==> src/rtl/dec_onehot_scan.sv <==
// Binary-to-one-hot decoder with a direct valid/ready mode and a self-timed scan mode.
// Define DEC_ACTIVE_LOW_EN to drive y active-low (active bit 0, blank all ones).
module dec_onehot_scan #(
  parameter int SEL_W   = 2,
  parameter int DWELL_W = 8
) (
  input  logic                  clk,
  input  logic                  rst_n,
  input  logic                  en,
  input  logic                  mode,
  input  logic                  in_valid,
  output logic                  in_ready,
  input  logic [SEL_W-1:0]      sel,
  input  logic [DWELL_W-1:0]    dwell,
  output logic [(1<<SEL_W)-1:0] y,
  output logic                  y_valid,
  output logic [SEL_W-1:0]      idx,
  output logic                  wrap
);
  localparam int N = 1 << SEL_W;

  typedef enum logic [1:0] {IDLE, DIRECT, SCAN} state_t;

  state_t             state;
  logic [DWELL_W-1:0] cnt;
  logic [SEL_W-1:0]   idx_inc;

  // Output polarity is applied once here so every y assignment stays active-high in intent.
  function automatic logic [N-1:0] drive(input logic [N-1:0] v);
`ifdef DEC_ACTIVE_LOW_EN
    return ~v;
`else
    return v;
`endif
  endfunction

  function automatic logic [N-1:0] onehot(input logic [SEL_W-1:0] s);
    return N'(1) << s;
  endfunction

  localparam logic [N-1:0] BLANK = drive('0);

  assign in_ready = en & ~mode & (state != SCAN);
  assign idx_inc  = idx + 1'b1;

  always_ff @(posedge clk) begin
    if (!rst_n) begin
      state   <= IDLE;
      y       <= BLANK;
      y_valid <= 1'b0;
      idx     <= '0;
      cnt     <= '0;
      wrap    <= 1'b0;
    end else if (!en) begin
      // Blank outputs; state, idx and cnt hold so the position resumes later.
      y       <= BLANK;
      y_valid <= 1'b0;
      wrap    <= 1'b0;
    end else if (mode) begin
      y_valid <= 1'b1;
      if (state != SCAN) begin
        state <= SCAN;
        idx   <= '0;
        cnt   <= '0;
        y     <= drive(onehot('0));
        wrap  <= 1'b0;
      end else if (cnt >= dwell) begin
        // dwell is live: lowering it below cnt forces an advance here.
        cnt  <= '0;
        idx  <= idx_inc;
        y    <= drive(onehot(idx_inc));
        wrap <= (idx == {SEL_W{1'b1}});
      end else begin
        cnt  <= cnt + 1'b1;
        y    <= drive(onehot(idx));
        wrap <= 1'b0;
      end
    end else begin
      wrap <= 1'b0;
      if (state == SCAN) begin
        state   <= IDLE;
        y       <= BLANK;
        y_valid <= 1'b0;
      end else if (in_valid) begin
        state   <= DIRECT;
        idx     <= sel;
        y       <= drive(onehot(sel));
        y_valid <= 1'b1;
      end else if (state == DIRECT) begin
        y       <= drive(onehot(idx));
        y_valid <= 1'b1;
      end else begin
        y       <= BLANK;
        y_valid <= 1'b0;
      end
    end
  end
endmodule

==> config.mk <==
export PLATFORM = sky130hd
export DESIGN_NAME = dec_onehot_scan
export DESIGN_NICKNAME = d
export VERILOG_FILES = /design/src/rtl/dec_onehot_scan.sv
export SDC_FILE = /design/constraint.sdc
export NUM_CORES = 1
export LEC_CHECK = 0
export BUFFER_PORTS_ARGS = -buffer_cell sky130_fd_sc_hd__buf_2
export CAP_MARGIN = 20
export CORE_MARGIN = 3
export CORE_UTILIZATION = 49
export DETAILED_ROUTE_END_ITERATION = 6
export PLACE_DENSITY = 0.83
export SLEW_MARGIN = 40
export SYNTH_ARGS = -nofsm -noshare
export SYNTH_HDL_FRONTEND = slang
export SYNTH_SLANG_ARGS = --single-unit
==> constraint.sdc <==
create_clock -name clk -period 2 [get_ports clk]
set_clock_uncertainty 0.2 [all_clocks]
set_input_delay 0.2 -clock clk [delete_from_list [all_inputs] [get_ports clk]]
set_output_delay 0.2 -clock clk [all_outputs]
set_load 0.05 [all_outputs]
==> results.py <==
metrics = {
    "status": {
        "status": "complete, no violations",
    },
    "yosys": {
        "synth_cell_types": 45,
        "synth_top_area_share_pct": 28.2,
        "syn_avg_cell_area_sq_um": 7.84,
        "ys_seq_area_share_pct": 28.2,
        "synth_edf_count": 0,
        "syn_area_sq_um": 1280,
        "yosys_warnings": 0,
        "synthFlopType": "dfxtp_1",
        "synthCells": 163,
        "ys_ff_latch": 18,
        "ys_async_sr_fraction_pct": 0,
        "synth_nets": 193,
        "netlist_top_cells_area": "dfxtp_1, ha_1, nand2_1, inv_1, nand3_1",
        "synth_top_area_cell": "dfxtp_1",
    },
    "detailed_routing": {
        "vias_per_cell": 5.93,
        "wl_per_cell_um": 14.2,
        "drt_iter0_markers": 18,
        "drcViolationCount": 0,
        "drtAntennaViolNets": 0,
        "vias": 1328,
        "wl_um": 3170,
        "drt_first_pass_iters": 4,
    },
    "worst_setup_path": {
        "cp-end-kind": "flip-flop",
        "worst_setup_path_start_kind": "flip-flop",
        "worst_r2r_endpoint": "y[3]",
        "critPathMaxFanout": 5,
        "criticalPathCategory": "flip-flop to flip-flop",
        "r2r_cells": 6,
        "worstPathRequired_ns": 2.04,
        "worstPathArrival_ns": 2.02,
        "r2r_slack_ns": 0.01,
        "worstReg2RegStart": "cnt[1]",
    },
    "timing": {
        "finalSetupViolCount": 0,
        "layout_setup_ws_ns": 0.0142,
        "fin_crit_sh_pct": 99.3,
        "min_period_ns": 1.99,
        "hold_viol": 0,
        "relSlewSlack_pct": 76.0,
        "clock.fmax_mhz": 504,
        "rsz0062_at_grt": "true",
        "drv_slew": 0,
        "worstMarginPinSlew_ns": 0.358,
    },
    "worst_hold_path": {
        "min-delay-start": "mode",
        "hold_depth": 3,
        "whs_endpoint": "y_valid",
        "hold_class": "input pin to flip-flop",
    },
    "layout": {
        "fill_cells": 190,
        "final_nets": 227,
        "regArea_sq_um": 365,
        "area_growth_pct": 23.8,
        "num_antenna_cells": 0,
        "drive_above_1_share_pct": 28.1,
        "multi_input_area_sq_um": 883,
        "layout.cells.most_common": "buf_2",
        "final_cell_mix": "buf_2, nand2_1, dfxtp_1, ha_1, inv_1",
        "final_util_pct": 67.6,
    },
    "cts": {
        "clk_latency_ns": 0.31,
        "clk_pin_slew_ns": 0.11,
        "cts_inserted_buffers": 3,
        "cts_max_level": 1,
        "max-clock-path-buffers": 2,
        "root_buffer": "clkbuf_4",
        "cts_tree": "built",
        "clock-sinks": 18,
    },
    "place": {
        "portBuffers": 23,
        "gp_congestion": 0.832,
        "preCtsSetupSlack_ns": -0.0119,
        "post-dp-hpwl_um": 2450,
    },
    "floorplanning": {
        "die-area_sq_um": 3260,
        "initial_core_util_pct": 54.7,
        "ios": 24,
        "die_h_um": 57.1,
        "core_area_sq_um": 2340,
        "rows": 17,
        "die_w_um": 57.1,
    },
    "grt": {
        "grt_max_degree": 14,
        "grt_pass1_wl_um": 5510,
        "grt_pass1_vias": 1338,
        "grt_antenna_before_repair": 0,
        "track_usage_pct": 20.9,
        "overflow": 0,
    },
    "pwr": {
        "vdd_drop_max_v": 0.000481,
        "power_mw": 0.785,
        "power_density_nw_per_um2": 496,
        "p_leak_nw": 0.670,
    },
    "job": {
        "cap_violations": 0,
    },
}
==> power breakdown <==
group	total (mW)	internal (mW)	leakage, nW	switching, mW
sequential	0.377	0.367	0.147	0.0105
clock	0.238	0.111	0.0210	0.127
combinational	0.170	0.0628	0.502	0.107
==> critical path, stage by stage (launching register included) <==
cell	delay [ns]
dfxtp_4	0.38
ha_4	0.21
nor2b_1	0.13
o211ai_1	0.28
a31oi_2	0.22
or3_1	0.40
o211ai_1	0.08
==> area by class of cell <==
type / instances / share of cell area (%)
Multi-Input combinational cell: 125 / 55.8
Clock buffer: 4 / 2.29
Tap cell: 28 / 2.21
Sequential cell: 18 / 23.1
Inverter: 14 / 3.32
Timing Repair Buffer: 35 / 13.3
==> cells by family (layout without fill, tap and decap cells) <==
group	after synthesis	in the layout	synth area share, %
fa+ha+maj	15	15	14.7
xor+xnor	2	2	1.37
buf+inv	20	53	6.55
flops	18	18	28.2
simple gates	69	69	27.8
mux	1	1	0.783
compound gates	38	38	20.6
==> synth_stat cells (2+ instances only) <==
cell,count
nand2_1,23
dfxtp_1,18
ha_1,15
inv_1,13
nand3_1,9
nor2_1,8
a21oi_1,6
a31oi_1,6
nand4_1,6
nor3_1,6
o21ai_0,5
nor2b_1,4
o211ai_1,4
clkbuf_1,3
or3_1,3
a211oi_1,2
and3_1,2
nor3_2,2
o21ai_1,2
==> layer usage <==
| layer | global-route usage (%) | part of all wire, % |
|---|---|---|
| met5 | 0 | 0 |
| met4 | 6.29 | 1.3 |
| met2 | 37.8 | 51 |
| met3 | 4.30 | 5.4 |
| met1 | 24.5 | 43 |
==> flip-flops by register name, indices dropped and copies added (netlist names) <==
signal,cells
cnt,8
y,4
idx,2
state,2
wrap,1
y_valid,1
==> through the flow <==
| stage | TNS, ns | hold WS [ns] | instance area, sq um | std cells |
|---|---|---|---|---|
| 2_1_floorplan | 0 | 0.128 | 1280 | 163 |
| 3_3_place_gp | 0 | 0.283 | 1460 | 216 |
| 3_5_place_dp | -0.0149 | 0.302 | 1460 | 216 |
| 4_1_cts | 0 | 0.0380 | 1530 | 222 |
| 5_1_grt | -0.0434 | 0.0750 | 1580 | 224 |
| 6_report | 0 | 0.0435 | 1580 | 224 |
==> what timing repair did <==
| item | in CTS | in global routing |
|---|---|---|
| pin swaps | 5 | 5 |
| gates cloned | 0 | 0 |
| hold endpoints to repair | 3 | 0 |
| setup endpoints to repair | 6 | 15 |
| hold buffers | 2 | 0 |
| resized for setup | 4 | 7 |
| setup buffers | 0 | 2 |
==> worst max-delay path by stage <==
stage          slack (ns)  endpoint  depth (start not counted)  startpoint
4_1_cts              0.01    idx[1]                          6      cnt[1]
3_3_place_gp         0.10    cnt[3]                          6      cnt[1]
3_5_place_dp        -0.01    cnt[3]                          6      cnt[1]
2_1_floorplan        0.04    idx[1]                          4      idx[1]
5_1_grt             -0.04      y[3]                          6      cnt[1]
6_report             0.01      y[3]                          6      cnt[1]
No activity file was read; power rests on OpenSTA's default activity.
